[src/rtl/multicycle_controller_pkg.sv]
// multicycle_controller_pkg: shared state, opcode, func3 and select encodings for the RV32I multicycle controller
package multicycle_controller_pkg;
  typedef enum logic [3:0] {
    FETCH, DECODE, EXEC_R, EXEC_I, ALU_WB, MEM_ADR, MEM_READ, MEM_WB,
    MEM_WRITE, BRANCH, JAL, JALR_ADR, JALR_JMP, LUI, TRAP
  } state_t;
  localparam logic [6:0] OP_R    = 7'b0110011;
  localparam logic [6:0] OP_I    = 7'b0010011;
  localparam logic [6:0] OP_LW   = 7'b0000011;
  localparam logic [6:0] OP_SW   = 7'b0100011;
  localparam logic [6:0] OP_BR   = 7'b1100011;
  localparam logic [6:0] OP_JAL  = 7'b1101111;
  localparam logic [6:0] OP_JALR = 7'b1100111;
  localparam logic [6:0] OP_LUI  = 7'b0110111;
  localparam logic [2:0] F3_BEQ = 3'b000;
  localparam logic [2:0] F3_BNE = 3'b001;
  localparam logic [2:0] F3_BLT = 3'b100;
  localparam logic [2:0] F3_BGE = 3'b101;
  localparam logic [1:0] ALU_ADD = 2'b00;
  localparam logic [1:0] ALU_SUB = 2'b01;
  localparam logic [1:0] ALU_RF  = 2'b10;
  localparam logic [1:0] ALU_IF  = 2'b11;
  localparam logic [1:0] RES_ALUOUT = 2'b00;
  localparam logic [1:0] RES_MEM    = 2'b01;
  localparam logic [1:0] RES_ALU    = 2'b10;
  localparam logic [1:0] RES_IMM    = 2'b11;
  localparam logic [2:0] IMM_I = 3'b000;
  localparam logic [2:0] IMM_S = 3'b001;
  localparam logic [2:0] IMM_B = 3'b010;
  localparam logic [2:0] IMM_J = 3'b011;
  localparam logic [2:0] IMM_U = 3'b100;
  localparam logic [1:0] SA_PC    = 2'b00;
  localparam logic [1:0] SA_OLDPC = 2'b01;
  localparam logic [1:0] SA_RS1   = 2'b10;
  localparam logic [1:0] SB_RS2  = 2'b00;
  localparam logic [1:0] SB_IMM  = 2'b01;
  localparam logic [1:0] SB_FOUR = 2'b10;
  function automatic logic [2:0] imm_sel(input logic [6:0] op);
    return op == OP_SW  ? IMM_S :
           op == OP_BR  ? IMM_B :
           op == OP_JAL ? IMM_J :
           op == OP_LUI ? IMM_U : IMM_I;
  endfunction
endpackage

[src/rtl/mc_branch_eval.sv]
// mc_branch_eval: branch-taken decision from func3 and ALU flags
//   in  func3, zero (ALU result == 0), neg (signed less-than)
//   out taken (unsupported func3 is never taken)
module mc_branch_eval
  import multicycle_controller_pkg::*;
(
  input  logic [2:0] func3,
  input  logic       zero,
  input  logic       neg,
  output logic       taken
);
  always_comb
    taken = func3 == F3_BEQ ? zero :
            func3 == F3_BNE ? !zero :
            func3 == F3_BLT ? neg :
            func3 == F3_BGE ? !neg : 1'b0;
endmodule

[src/rtl/multicycle_controller.sv]
// multicycle_controller: control FSM sequencing a shared-memory single-ALU RV32I multicycle datapath
//   in  clk, rst_n (sync, active-low), op/func3 from IR, zero/neg ALU flags, mem_ready handshake
//   out mem_req/memWrite/adrSrc memory control, irWrite/pcWrite/regWrite enables,
//       ALUSrcA/ALUSrcB/ALUOp/resultSrc/immSrc selects, sticky illegal, instret retire count
module multicycle_controller
  import multicycle_controller_pkg::*;
#(
  parameter int CNT_W = 32
) (
  input  logic             clk,
  input  logic             rst_n,
  input  logic [6:0]       op,
  input  logic [2:0]       func3,
  input  logic             zero,
  input  logic             neg,
  input  logic             mem_ready,
  output logic             mem_req,
  output logic             memWrite,
  output logic             adrSrc,
  output logic             irWrite,
  output logic             pcWrite,
  output logic             regWrite,
  output logic [1:0]       ALUSrcA,
  output logic [1:0]       ALUSrcB,
  output logic [1:0]       ALUOp,
  output logic [1:0]       resultSrc,
  output logic [2:0]       immSrc,
  output logic             illegal,
  output logic [CNT_W-1:0] instret
);
  state_t           state_q, state_d;
  logic             illegal_q, illegal_d;
  logic [CNT_W-1:0] instret_q, instret_d;
  logic             taken, retire;
  mc_branch_eval u_branch_eval (
    .func3(func3),
    .zero (zero),
    .neg  (neg),
    .taken(taken)
  );
  always_comb begin
    state_d   = state_q;
    retire    = 1'b0;
    mem_req   = 1'b0;
    memWrite  = 1'b0;
    adrSrc    = 1'b0;
    irWrite   = 1'b0;
    pcWrite   = 1'b0;
    regWrite  = 1'b0;
    ALUSrcA   = SA_PC;
    ALUSrcB   = SB_RS2;
    ALUOp     = ALU_ADD;
    resultSrc = RES_ALUOUT;
    immSrc    = imm_sel(op);
    case (state_q)
      FETCH: begin
        mem_req   = 1'b1;
        ALUSrcB   = SB_FOUR;
        resultSrc = RES_ALU;
        irWrite   = mem_ready;
        pcWrite   = mem_ready;
        state_d   = mem_ready ? DECODE : FETCH;
      end
      DECODE: begin
        ALUSrcA = SA_OLDPC;
        ALUSrcB = SB_IMM;
        state_d = op == OP_R    ? EXEC_R :
                  op == OP_I    ? EXEC_I :
                  op == OP_LW || op == OP_SW ? MEM_ADR :
                  op == OP_BR   ? BRANCH :
                  op == OP_JAL  ? JAL :
                  op == OP_JALR ? JALR_ADR :
                  op == OP_LUI  ? LUI : TRAP;
      end
      EXEC_R: begin
        ALUSrcA = SA_RS1;
        ALUOp   = ALU_RF;
        state_d = ALU_WB;
      end
      EXEC_I: begin
        ALUSrcA = SA_RS1;
        ALUSrcB = SB_IMM;
        ALUOp   = ALU_IF;
        state_d = ALU_WB;
      end
      ALU_WB: begin
        regWrite = 1'b1;
        retire   = 1'b1;
        state_d  = FETCH;
      end
      MEM_ADR: begin
        ALUSrcA = SA_RS1;
        ALUSrcB = SB_IMM;
        state_d = op == OP_LW ? MEM_READ : MEM_WRITE;
      end
      MEM_READ: begin
        mem_req = 1'b1;
        adrSrc  = 1'b1;
        state_d = mem_ready ? MEM_WB : MEM_READ;
      end
      MEM_WB: begin
        regWrite  = 1'b1;
        resultSrc = RES_MEM;
        retire    = 1'b1;
        state_d   = FETCH;
      end
      MEM_WRITE: begin
        mem_req  = 1'b1;
        adrSrc   = 1'b1;
        memWrite = 1'b1;
        retire   = mem_ready;
        state_d  = mem_ready ? FETCH : MEM_WRITE;
      end
      BRANCH: begin
        ALUSrcA = SA_RS1;
        ALUOp   = ALU_SUB;
        pcWrite = taken;
        retire  = 1'b1;
        state_d = FETCH;
      end
      JAL, JALR_JMP: begin
        pcWrite = 1'b1;
        ALUSrcA = SA_OLDPC;
        ALUSrcB = SB_FOUR;
        state_d = ALU_WB;
      end
      JALR_ADR: begin
        ALUSrcA = SA_RS1;
        ALUSrcB = SB_IMM;
        state_d = JALR_JMP;
      end
      LUI: begin
        regWrite  = 1'b1;
        resultSrc = RES_IMM;
        retire    = 1'b1;
        state_d   = FETCH;
      end
      TRAP: state_d = TRAP;
      default: state_d = FETCH;
    endcase
    // reset must suppress every side effect, even mid-instruction
    if (!rst_n) begin
      mem_req  = 1'b0;
      memWrite = 1'b0;
      irWrite  = 1'b0;
      pcWrite  = 1'b0;
      regWrite = 1'b0;
    end
    illegal_d = illegal_q | (state_d == TRAP);
    instret_d = instret_q + CNT_W'(retire);
  end
  always_ff @(posedge clk) begin
    if (!rst_n) begin
      state_q   <= FETCH;
      illegal_q <= 1'b0;
      instret_q <= '0;
    end else begin
      state_q   <= state_d;
      illegal_q <= illegal_d;
      instret_q <= instret_d;
    end
  end
  assign illegal = illegal_q;
  assign instret = instret_q;
endmodule

[config.mk]
export PLATFORM = sky130hd
export DESIGN_NAME = multicycle_controller
export DESIGN_NICKNAME = d
export VERILOG_FILES = /design/src/rtl/multicycle_controller_pkg.sv /design/src/rtl/mc_branch_eval.sv /design/src/rtl/multicycle_controller.sv
export SDC_FILE = /design/constraint.sdc
export NUM_CORES = 1
export LEC_CHECK = 0
export CORE_ASPECT_RATIO = 0.8
export CORE_MARGIN = 5
export CORE_UTILIZATION = 45
export DETAILED_ROUTE_END_ITERATION = 16
export PLACE_DENSITY_LB_ADDON = 0.25
export SLEW_MARGIN = 25
export SYNTH_ARGS = -nofsm -noshare
export SYNTH_HDL_FRONTEND = slang
export SYNTH_SLANG_ARGS = --single-unit
[constraint.sdc]
create_clock -name clk -period 6.5 [get_ports clk]
set_input_delay 0.975 -clock clk [delete_from_list [all_inputs] [get_ports clk]]
set_output_delay 0.975 -clock clk [all_outputs]
set_load 0.02 [all_outputs]
**After elaboration in Yosys (flattened, before gate mapping)**

Cells that the tools add are included.

- Word-level logic and storage cells: 82
- Bits of input ports: 15
- Output and inout bits: 50
- Register bits: 37

- Mux-type cells: 36
- Bitwise gates (word level): 1
- Reductions and logical operators: 15
- Eq/ne operators: 26
- Add/sub/neg operators: 1

Operators with widths:

| cell | count |
|---|---|
| 32-bit by 1-bit adder with 32-bit output | 1 |
| 4-bit equality test (second input constant) | 8 |
| 4-bit case mux with 8 select lines | 1 |
| 7-bit by 6-bit equality test with 1-bit output (second input constant) | 3 |
| 7-bit equality test (second input constant) | 3 |
| 3-bit 2-to-1 mux | 7 |
| 4-bit 2-to-1 mux | 5 |
| 4-bit by 3-bit equality test with 1-bit output (second input constant) | 4 |
| 1-bit 2-to-1 mux | 16 |
| 2-bit case mux with 3 select lines | 2 |
| 3-bit OR reduction | 4 |
| 4-bit OR reduction | 3 |
| 4-bit by 2-bit equality test with 1-bit output (second input constant) | 2 |
| 2-bit case mux with 2 select lines | 2 |
| 7-bit by 2-bit equality test with 1-bit output (second input constant) | 1 |
| 7-bit by 5-bit equality test with 1-bit output (second input constant) | 1 |
| 3-bit equality test (second input constant) | 2 |
| 5-bit OR reduction | 1 |
| 4-bit by 1-bit equality test with 1-bit output (second input constant) | 1 |
| 4-bit zero test | 1 |
| 2-bit OR reduction | 2 |
| 3-bit by 1-bit equality test with 1-bit output (second input constant) | 1 |
| 3-bit zero test | 1 |
| 1-bit case mux with 3 select lines | 1 |
| other kinds (5) | 6 |

**Depth between registers and ports, before layout**

Gate-level depths: netlist (run 1).

- Depth in word-level cells: 11
- Mapped depth: 13

**Cells and area by module**

From an unflattened synthesis (run 1), not the netlist that was laid out.

- Cells, all modules: 273
- Area, all modules: 2,264.7 µm²

By module, submodules not included:

| module | cells an instance | area each (µm²) | instances |
|---|---|---|---|
| multicycle_controller | 269 | 2,233.4 | 1 |
| mc_branch_eval | 4 | 31.3 | 1 |

**Worst setup path after synthesis (run 1)**

OpenSTA, ideal clock, no wires.

- Path type: input to output
- Start point: in op[2]
- End point: out immSrc[0]
- Slack: 3.521 ns
- Data required time: 5.525 ns
- Cell stages on the path: 3
- Buffers on the path: 1
- Data arrival time: 2.004 ns
- Cells stage by stage: clkbuf_1 > or3_1 > a21boi_0

- Cells in the longest elaborated chain, start to end: 4

Ends and longest elaborated chain:

| what | RTL line | text |
|---|---|---|
| start: declaration | multicycle_controller.sv:12 | `input logic [6:0] op,` |
| 7-bit equality test | multicycle_controller_pkg.sv:41 | `op == OP_JAL ? IMM_J :` |
| 3-bit 2-to-1 mux | multicycle_controller_pkg.sv:41 |  |
| 3-bit 2-to-1 mux | multicycle_controller_pkg.sv:40 | `op == OP_BR ? IMM_B :` |
| 3-bit 2-to-1 mux (*) | multicycle_controller_pkg.sv:39 | `return op == OP_SW ? IMM_S :` |
| end: declaration | multicycle_controller.sv:27 | `output logic [2:0] immSrc,` |

Mark *: on every way between the ends. The rest lies on a longest branch, timed or not.

**Final worst setup path (run 1)**

- Start point: in op[5]
- End point: out immSrc[0]

Same word-level chain as after synthesis.

==> reports/results.txt, run 1 <==
status: completed
Synth Area in Compound Gates: 8.09%
Gates resized, CTS repair: 0
Crit path max-delay family: buffers and inverters
PortBufs: 64
Post-DRT Antenna Nets: 0
final setup vio count: 0
post-synth top area cell: dfxtp_1
commonest non-fill, non-tap cell in the layout: clkdlybuf4s50_1
initial antenna violation count: 0
core area: 0.00465 sq mm
first-pass GRT wire length: 8520 um
post-synthesis cell count: 268
launching point of the worst reg2reg path: state_q[1]
cell mode on critical path: clkdlybuf4s50_1
P&R area growth vs syn: 34.1%
synth top area cells: dfxtp_1 34%, xnor2_1 10%, and2_1 8.8%, xor2_1 4.4%, nand3_1 4.3%
Post-CTS Setup Bufs: 0
std cell rows: 22
CP startpoint kind: input port
area share of the largest cell type after synthesis: 33.7%
placed wire-length estimate: 3690 um
Worst path max stage delay: 630 ps
Seq/Total Area, Yosys: 33.7%
number of global-route vias before repair: 1905
XOR/XNOR Fraction of Synth Area: 14.4%
RR Endpoint: instret[26]
antenna cell count: 0
share of cells above drive strength 1: 5.54%
hold path depth: 1
Post-Synth Simple-Gate Area: 39.1%
gpl congestion: 0.827
Slew headroom: 47.3%
total congestion overflow: 0
skew final: 4.13 ps
Synth Register Bits: 37
Distinct cells, synth: 44
Post-synth ARST share: 0%
Crit path arrival time: 2760 ps
Worst Path Required: 5520 ps
CTS root buffer: clkbuf_8
routed length per instance: 13.1 um
Slowest-stage cell, CP: clkdlybuf4s50_1
Starting Density: 47.2%
Worst Path Buf+Inv: 2
main combinational cell family by area after synthesis: simple AND/OR/NAND/NOR gates
total CTS buffers: 5
Hold Path Origin: illegal
latest clock arrival within the worst-skew pair: 280 ps
CTS sink cnt: 37
clk buf depth: 2
period utilization: 57.5%
Post-CTS Hold Fix Bufs: 0
unrepaired setup endpoints after global routing: false
Mapped Area: 0.00220 sq mm
Die ar.: 0.00639 sq mm
Post-Synth Adder-Cell Area: 1.14%
synthesized area per cell: 8.19 sq um
drt drc: 0
Post-Route Utilization: 63.3%
vias per cell: 5.18
clock-pin slew on the worst setup and hold paths: 60 ps
Leakage: 1.15 nW
worst min path class: reg -> reg
ys flop type: dfxtp_1
drt total wl: 5050 um
first-pass iteration count of the detailed router: 4
Ys Warns: 0
EDFF count, synth: 0
DRT iter0 DRCs: 131
CP Class: in -> out
post-layout min period: 3740 ps
H-Tree Depth: 2
peak supply drop: 0.123 mV
# IOs: 65
Crit Path Max Fanout: 6
vias: 1994
Setup TNS: 0 ps
Max Fclk: 267 MHz
Worst setup EP type: output port
path depth of the worst reg2reg path: 11
Worst R2R Setup Slack: 3340 ps
Hold Fails Final Rpt: 0
pin count of the biggest net entering global routing: 40
Power Density: 187 mW/mm^2
die span in x: 88.1 um
Mapped Nets: 285
mux contribution to synthesized area: 0.456%
crit path cell chain: clkdlybuf4s50_1 > nor2b_1 > and3_1 > a21boi_0 > clkdlybuf4s50_1
most frequent cells in the layout: 64 x clkdlybuf4s50_1, 37 x dfxtp_1, 31 x and2_1, 25 x nand2_1, 25 x xnor2_1
Hold Crit Endpoint: illegal
GRT Total Usage: 16.5%
Max Slew Vio Count: 0
worst slew pin tran: 789 ps
Die H: 72.5 um
CTS tree: yes
fin nets: 342
Max-Cap Viols: 0
==> registers in the layout, summed over array words and instances (netlist names) <==
register and flops:
instret 32, state_q 4, illegal 1
==> cell families after synthesis <==
group / count (synthesis)
XOR/XNOR: 36
multiplexers: 1
buffers and inverters: 17
adder cells (fa/ha/maj): 2
AO/OA/AOI/OAI: 29
AND/OR/NAND/NOR: 146
flip-flops: 37
==> cells in the mapped netlist, types with 2 or more instances <==
| cell type | instances |
|---|---|
| xnor2_1 | 25 |
| nand2_1 | 25 |
| nand3b_1 | 2 |
| inv_1 | 2 |
| clkbuf_1 | 9 |
| and4_1 | 3 |
| nand3_1 | 19 |
| and3_1 | 8 |
| nor2_1 | 22 |
| ha_1 | 2 |
| and2_1 | 31 |
| nor2b_1 | 7 |
| o21ai_0 | 8 |
| nand2b_1 | 3 |
| and4_4 | 2 |
| nand4_1 | 7 |
| nor3b_1 | 2 |
| nor3_1 | 2 |
| or3_1 | 2 |
| nor4_4 | 2 |
| buf_2 | 4 |
| buf_1 | 2 |
| a211oi_1 | 2 |
| a21oi_1 | 10 |
| dfxtp_1 | 37 |
| xor2_1 | 11 |
| o21a_1 | 2 |
==> metal layers <==
layer  vias up  wire, um  track usage (%)  part of all wire, %
met1       896      2550             23.5                   50
met2        69      2040             24.2                   40
met5         -         0                0                    0
met4         0        42             4.70                 0.83
met3         5       419             4.77                  8.3
li1       1024         -                -                    -
==> through the flow <==
| stage | setup WS (ps) | cells | total power, W | area, sq um | hold slack, ps |
|---|---|---|---|---|---|
| final | 2760 | 385 | 0.000549 | 2940 | 489 |
| after global routing | 2630 | 385 | 0.000579 | 2940 | 521 |
| after CTS | 2760 | 385 | 0.000554 | 2940 | 498 |
| after detailed placement | 2760 | 378 | 0.000394 | 2860 | 482 |
| after global placement | 2780 | 378 | 0.000394 | 2860 | 478 |
| after floorplan | 3520 | 268 | 0.000340 | 2200 | 593 |
==> worst max path at each step <==
stage | start | endpoint | slack, ps | cells past startpoint
after floorplan | op[2] | immSrc[0] | 3520 | 3
final | op[5] | immSrc[0] | 2760 | 5
after global placement | func3[2] | pcWrite | 2780 | 6
after CTS | op[5] | immSrc[0] | 2760 | 5
after detailed placement | op[5] | immSrc[0] | 2760 | 5
after global routing | op[5] | immSrc[0] | 2630 | 5
==> final cells by class <==
cell class / count / area (sq um)
Fill cell: 435 / 1710
Multi-Input combinational cell: 214 / 1390
Sequential cell: 37 / 741
Timing Repair Buffer: 65 / 648
Clock buffer: 7 / 86.3
Tap cell: 60 / 75.1
Inverter: 2 / 7.51
==> worst reg2reg max path, delay by kind of cell (launching register included) <==
family | cells | cell delay [ps]
compound gates | 2 | 330
xor+xnor | 1 | 130
fa+ha+maj | 2 | 640
buf+inv | 1 | 290
flops | 1 | 710
simple gates | 5 | 960
==> power breakdown <==
| group | switching (W) | total [W] | internal (W) | leakage, nW |
|---|---|---|---|---|
| combinational | 0.0000707 | 0.000138 | 0.0000670 | 0.804 |
| sequential | 0.0000212 | 0.000253 | 0.000232 | 0.298 |
| clock | 0.0000741 | 0.000158 | 0.0000841 | 0.0443 |
(Power assumes the default switching activity.)
==> run 2, diff against run 1 <==
==> constraint.sdc (replaced) <==
create_clock -name clk -period 3.55 [get_ports clk]
set_input_delay 0.5325 -clock clk [delete_from_list [all_inputs] [get_ports clk]]
set_output_delay 0.5325 -clock clk [all_outputs]
set_load 0.02 [all_outputs]
==> run 2 against run 1 <==
  * Hold slack got worse by 6.3 ps
  * Non-clock buffer count rose by 4
  * Global-route usage rose by 0.82 points
  * Utilization rose by 1.0 points
  * Critical path depth fell by 1
  * Design area rose by 1.6%
==> reports/results.txt, run 2 (synthesis results as in run 1) <==
vias: 2013 (+0.95%)
placed wire-length estimate: 3840 um (+4.1%)
final setup vio count: 0 (unchanged)
Net Sw Frac: 28.9% (-1.3 points)
status: completed
share of cells above drive strength 1: 6.99% (+1.5 points)
Leakage: 1.18 nW (+2.7%)
Post-Route Utilization: 64.3% (+1.0 points)
CP startpoint kind: flop
H-Tree Depth: 2 (unchanged)
fin nets: 346 (+1.2%)
Crit path max-delay family: flip-flops
Post-CTS Hold Fix Bufs: 0 (unchanged)
initial antenna violation count: 0 (unchanged)
skew final: 9.82 ps (+5.68 ps)
post-layout min period: 2890 ps
multi-input logic area: 0.00139 sq mm (unchanged)
Max-Cap Viols: 0 (unchanged)
Int Pwr: 0.000759 W (+98%)
unrepaired setup endpoints after global routing: false
Gates resized, CTS repair: 0 (unchanged)
pin count of the biggest net entering global routing: 26 (-35%)
crit path cell chain: nand2b_1 > nor4_1 > o21a_1 > clkdlybuf4s50_1
drt total wl: 5170 um (+2.3%)
clock-pin slew on the worst setup and hold paths: 70 ps (about the same)
most frequent cells in the layout: 64 x clkdlybuf4s50_1, 37 x dfxtp_1, 31 x and2_1, 25 x nand2_1, 25 x xnor2_1
Post-CTS Setup Bufs: 0 (unchanged)
first-pass iteration count of the detailed router: 4 (unchanged)
Die ar.: 0.00639 sq mm (unchanged)
antenna cell count: 0 (unchanged)
# IOs: 65 (unchanged)
Reg area: 741 sq um (unchanged)
CTS root buffer: clkbuf_8
DRT iter0 DRCs: 114 (-13%)
Crit path arrival time: 2350 ps (-410 ps)
Clk network pwr share: 32.2% (+3.4 points)
Hold Fails Final Rpt: 0 (unchanged)
Worst setup EP type: output port
worst slack at placement: 529 ps (-2230 ps)
Power Density: 357 mW/mm^2 (+91%)
worst slew pin tran: 607 ps (-182 ps)
total congestion overflow: 0 (unchanged)
Combinational Power Share: 26.8% (+1.7 points)
Max Slew Vio Count: 0 (unchanged)
GRT Total Usage: 17.3% (+0.82 points)
first-pass GRT wire length: 8820 um (+3.5%)
switching power: 0.000309 W (+86%)
drt drc: 0 (unchanged)
CP Class: reg -> out
CTS tree: yes
peak supply drop: 0.225 mV (+82%)
max FFs per register: 32 (unchanged)
PortBufs: 64 (unchanged)
latest clock arrival within the worst-skew pair: 290 ps (about the same)
number of global-route vias before repair: 1845 (-3.1%)
vias per cell: 5.17 (about the same)
Post-DRT Antenna Nets: 0 (unchanged)
Slowest-stage cell, CP: dfxtp_1
number of fill cells in the layout: 403 (-7.4%)
Slew headroom: 59.5% (+12 points)
commonest non-fill, non-tap cell in the layout: clkdlybuf4s50_1
CTS sink cnt: 37 (unchanged)
worst min path class: reg -> reg
clk buf depth: 2 (unchanged)
std cell rows: 22 (unchanged)
core area: 0.00465 sq mm (unchanged)
Worst path max stage delay: 710 ps (+80 ps)
Max Fclk: 346 MHz
die span in x: 88.1 um (unchanged)
Sequential Power Share: 41.0% (-5.1 points)
Die H: 72.5 um (unchanged)
Worst Path Buf+Inv: 1 (-1)
period utilization: 81.3%
Final WS setup: 664 ps (-2100 ps)
Worst Path Required: 3020 ps (-2500 ps)
gpl congestion: 0.872 (+5.4%)
routed length per instance: 13.3 um (+1.2%)
Crit Path Max Fanout: 18 (+12)
total CTS buffers: 5 (unchanged)
Starting Density: 47.2% (unchanged)
Setup TNS: 0 ps (unchanged)
P&R area growth vs syn: 36.2%
==> run 2: changes by cell type in the layout (fill, tap and decap cells not counted), sizes merged <==
| cell | change |
|---|---|
| buf | +4 |
| clkbuf | -2 |
| bufinv | +1 |
| clkinv | +1 |
==> run 2: area by class of cell <==
type                    count  area share, %
clock inverters             2           1.17
inverters                   2          0.251
repair buffers             69           22.7
multi-input cells         214           46.3
well taps                  60           2.51
clock buffers               5           2.30
flip-flops and latches     37           24.8
==> run 2: worst reg2reg max path, cell delays in order, from the launching register on <==
cell and delay (ps):
dfxtp_1 710, nor2b_1 250, a21oi_1 80, o21ai_0 150, ha_1 300, ha_1 300, nand3_1 180, nor4_4 370
nand3_1 150, xnor2_1 140, and2_1 150
==> run 2: per-stage QoR <==
step	total power [W]	area (sq um)	hold WS [ps]	cells
after global routing	0.00113	2990	507	389
after CTS	0.00108	2990	489	389
after detailed placement	0.000732	2890	476	382
after floorplan	0.000623	2200	593	268
after global placement	0.000732	2890	485	382
final	0.00107	2990	482	389
==> run 2: power groups by stage <==
stage	Sequential, W	Combinational [W]	Clock, W
4_1_cts	0.000438	0.000287	0.000353
3_5_place_dp	0.000447	0.000285	0
5_1_grt	0.000439	0.000317	0.000370
3_3_place_gp	0.000446	0.000286	0
6_report	0.000438	0.000287	0.000344
2_1_floorplan	0.000442	0.000181	0
==> run 2: path summary, 6_finish.rpt <==
| path | to | from | slack [ps] | cells past startpoint |
|---|---|---|---|---|
| worst max-delay path | pcWrite | state_q[3] | 660 | 4 |
| worst min-delay path | illegal | illegal | 480 | 1 |
| worst max register to register | instret[26] | state_q[3] | 660 | 10 |
| worst min register to register | illegal | illegal | 480 | 1 |
==> run 2: layer usage <==
| metal | track usage (%) | vias up | wire length (um) |
|---|---|---|---|
| met4 | 5.03 | 0 | 68 |
| met2 | 24.5 | 47 | 2150 |
| met3 | 3.97 | 8 | 270 |
| met1 | 26.0 | 922 | 2680 |
| li1 | - | 1036 | - |
| met5 | 0 | - | 0 |
==> run 3, diff against run 2 <==
--- a/config.mk
+++ b/config.mk
@@ -7,7 +7,7 @@
 export LEC_CHECK = 0
 export CORE_ASPECT_RATIO = 0.8
 export CORE_MARGIN = 5
-export CORE_UTILIZATION = 45
+export CORE_UTILIZATION = 43
 export DETAILED_ROUTE_END_ITERATION = 16
 export PLACE_DENSITY_LB_ADDON = 0.25
 export SLEW_MARGIN = 25
==> constraint.sdc (replaced) <==
create_clock -name clk -period 2.5 [get_ports clk]
set_input_delay 0.375 -clock clk [delete_from_list [all_inputs] [get_ports clk]]
set_output_delay 0.375 -clock clk [all_outputs]
set_load 0.02 [all_outputs]
==> run 3 against run 2 <==
  * Register-to-register slack worse by 420 ps
  * Non-clock buffer count is 15 higher
  * Die area is 4.1% higher
  * Count of clock-buffer cells in the layout is 2 higher
  * Critical path depth is 1 higher
  * Wire length is 1.0% higher
  * Critical endpoint is now immSrc[1]
==> reports/results.txt, run 3 (synthesis results as in run 1) <==
Power Density: 502 mW/mm^2 (+40%)
skew final: 5.16 ps (-4.66 ps)
std cell rows: 23 (+4.5%)
Slowest-stage cell, CP: clkdlybuf4s50_1
most frequent cells in the layout: 61 x clkdlybuf4s50_1, 37 x dfxtp_1, 31 x and2_1, 25 x nand2_1, 25 x xnor2_1
Worst Path Required: 2120 ps (-900 ps)
period utilization: 93.9%
core area: 0.00498 sq mm (+7.0%)
peak supply drop: 0.260 mV (+16%)
total CTS buffers: 5 (unchanged)
commonest non-fill, non-tap cell in the layout: clkdlybuf4s50_1
share of cells above drive strength 1: 13.0% (+6.1 points)
total congestion overflow: 0 (unchanged)
Leakage: 1.29 nW (+9.3%)
status: completed
worst min path class: reg -> reg
path depth of the worst reg2reg path: 11 (+1)
vias: 2022 (+0.45%)
final setup vio count: 0 (unchanged)
unrepaired setup endpoints after global routing: false
Die ar.: 0.00664 sq mm (+4.1%)
P&R area growth vs syn: 43.0%
clock-pin slew on the worst setup and hold paths: 70 ps (about the same)
Worst path max stage delay: 600 ps (-110 ps)
CTS tree: yes
Hold Fails Final Rpt: 0 (unchanged)
post-layout min period: 2350 ps
initial antenna violation count: 0 (unchanged)
Die H: 73.9 um (+2.0%)
H-Tree Depth: 2 (unchanged)
Post-DRT Antenna Nets: 0 (unchanged)
Worst R2R Setup Slack: 240 ps (-420 ps)
number of global-route vias before repair: 1840 (-0.27%)
first-pass iteration count of the detailed router: 4 (unchanged)
DRT iter0 DRCs: 110 (-3.5%)
crit path cell chain: clkdlybuf4s50_1 > nor2b_1 > and3_1 > and3_1 > clkdlybuf4s50_1
CTS sink cnt: 37 (unchanged)
dpl cell area: 0.00300 sq mm (+3.9%)
Max-Cap Viols: 0 (unchanged)
hold slack final: 484 ps (+1.59 ps)
Slew headroom: 74.9% (+15 points)
Max Fclk: 426 MHz
# IOs: 65 (unchanged)
Crit Path Max Fanout: 3 (-15)
first-pass GRT wire length: 8510 um (-3.4%)
CP Class: in -> out
max FFs per register: 32 (unchanged)
number of fill cells in the layout: 460 (+14%)
Max Slew Vio Count: 0 (unchanged)
CTS root buffer: clkbuf_8
vias per cell: 4.97 (-4.0%)
hold path depth: 1 (unchanged)
gpl congestion: 0.786 (-9.9%)
CP startpoint kind: input port
latest clock arrival within the worst-skew pair: 280 ps (about the same)
routed length per instance: 12.8 um (-3.4%)
Crit path arrival time: 1970 ps (-380 ps)
pin count of the biggest net entering global routing: 25 (-3.8%)
drt drc: 0 (unchanged)
die span in x: 89.9 um (+2.0%)
worst slew pin tran: 374 ps (-233 ps)
PortBufs: 64 (unchanged)
Non-Filler Instances: 407 (+4.6%)
clk buf depth: 2 (unchanged)
Worst setup EP type: output port
Starting Density: 44.1% (-3.1 points)
placed insts: 398 (+4.2%)
placed wire-length estimate: 4040 um (+5.3%)
drt total wl: 5220 um (+1.0%)
antenna cell count: 0 (unchanged)
fin nets: 361 (+4.3%)
design area: 0.00314 sq mm (+5.0%)
GRT Total Usage: 15.2% (-2.1 points)
[run 3: cell types whose count changed in the layout (fill, tap and decap cells not counted), moves of 2 or more]
cell             delta
buf_4              +15
clkdlybuf4s50_1     -3
dlymetal6s2s_1      +2
ha_1                -2
ha_2                +2
o21ai_0             -2
o21ai_1             +2
[run 3: through the flow]
stage          util [%]  total power, W  setup TNS (ps)  setup WS (ps)
2_1_floorplan         -        0.000889               0           18.2
3_3_place_gp       60.3         0.00105           -17.8          -17.8
3_5_place_dp       60.3         0.00106            -483           -114
4_1_cts            62.6         0.00158               0           5.83
5_1_grt            63.1         0.00165               0           10.9
6_report           63.1         0.00158               0            152
[run 3: layout make-up]
type                       instances  area, sq um  area share (%)
sequential                        37          741            23.6
tap                               62         77.6            2.47
inverter                           2         7.51           0.239
clock buffer                       7         86.3            2.75
clock inverter                     1         30.0           0.956
timing repair buffer              84          795            25.3
multi-input combinational        214         1400            44.7
[run 3: power breakdown]
part           internal [W]  total [W]  switching [W]
sequential         0.000604   0.000616      0.0000126
combinational      0.000199   0.000431       0.000232
clock              0.000325   0.000529       0.000203
[run 3: per-layer routing]
layer  wire length [um]  vias up  part of all wire [%]  track usage, %
met2               2420       31                    46            26.0
met3                196        5                   3.8            3.79
li1                   -     1063                     -               -
met1               2570      923                    49            20.1
met4                 37        0                  0.71            2.48
met5                  0        -                     0               0
[run 3: worst paths after layout]
kind | startpoint | end
max | op[5] | immSrc[1]
min | illegal | illegal
max reg2reg | state_q[3] | instret[26]
min reg2reg | illegal | illegal
[run 3: critical path, delay by kind of cell]
| kind | cells | cell delay (ps) |
|---|---|---|
| AND/OR/NAND/NOR | 3 | 540 |
| buffers and inverters | 2 | 1060 |
[run 3: timing repair]
action	CTS	global route
resized for setup	1	9
setup endpoints to repair	1	5
hold buffers	0	0
buffers inserted	0	1
pin swaps	0	2
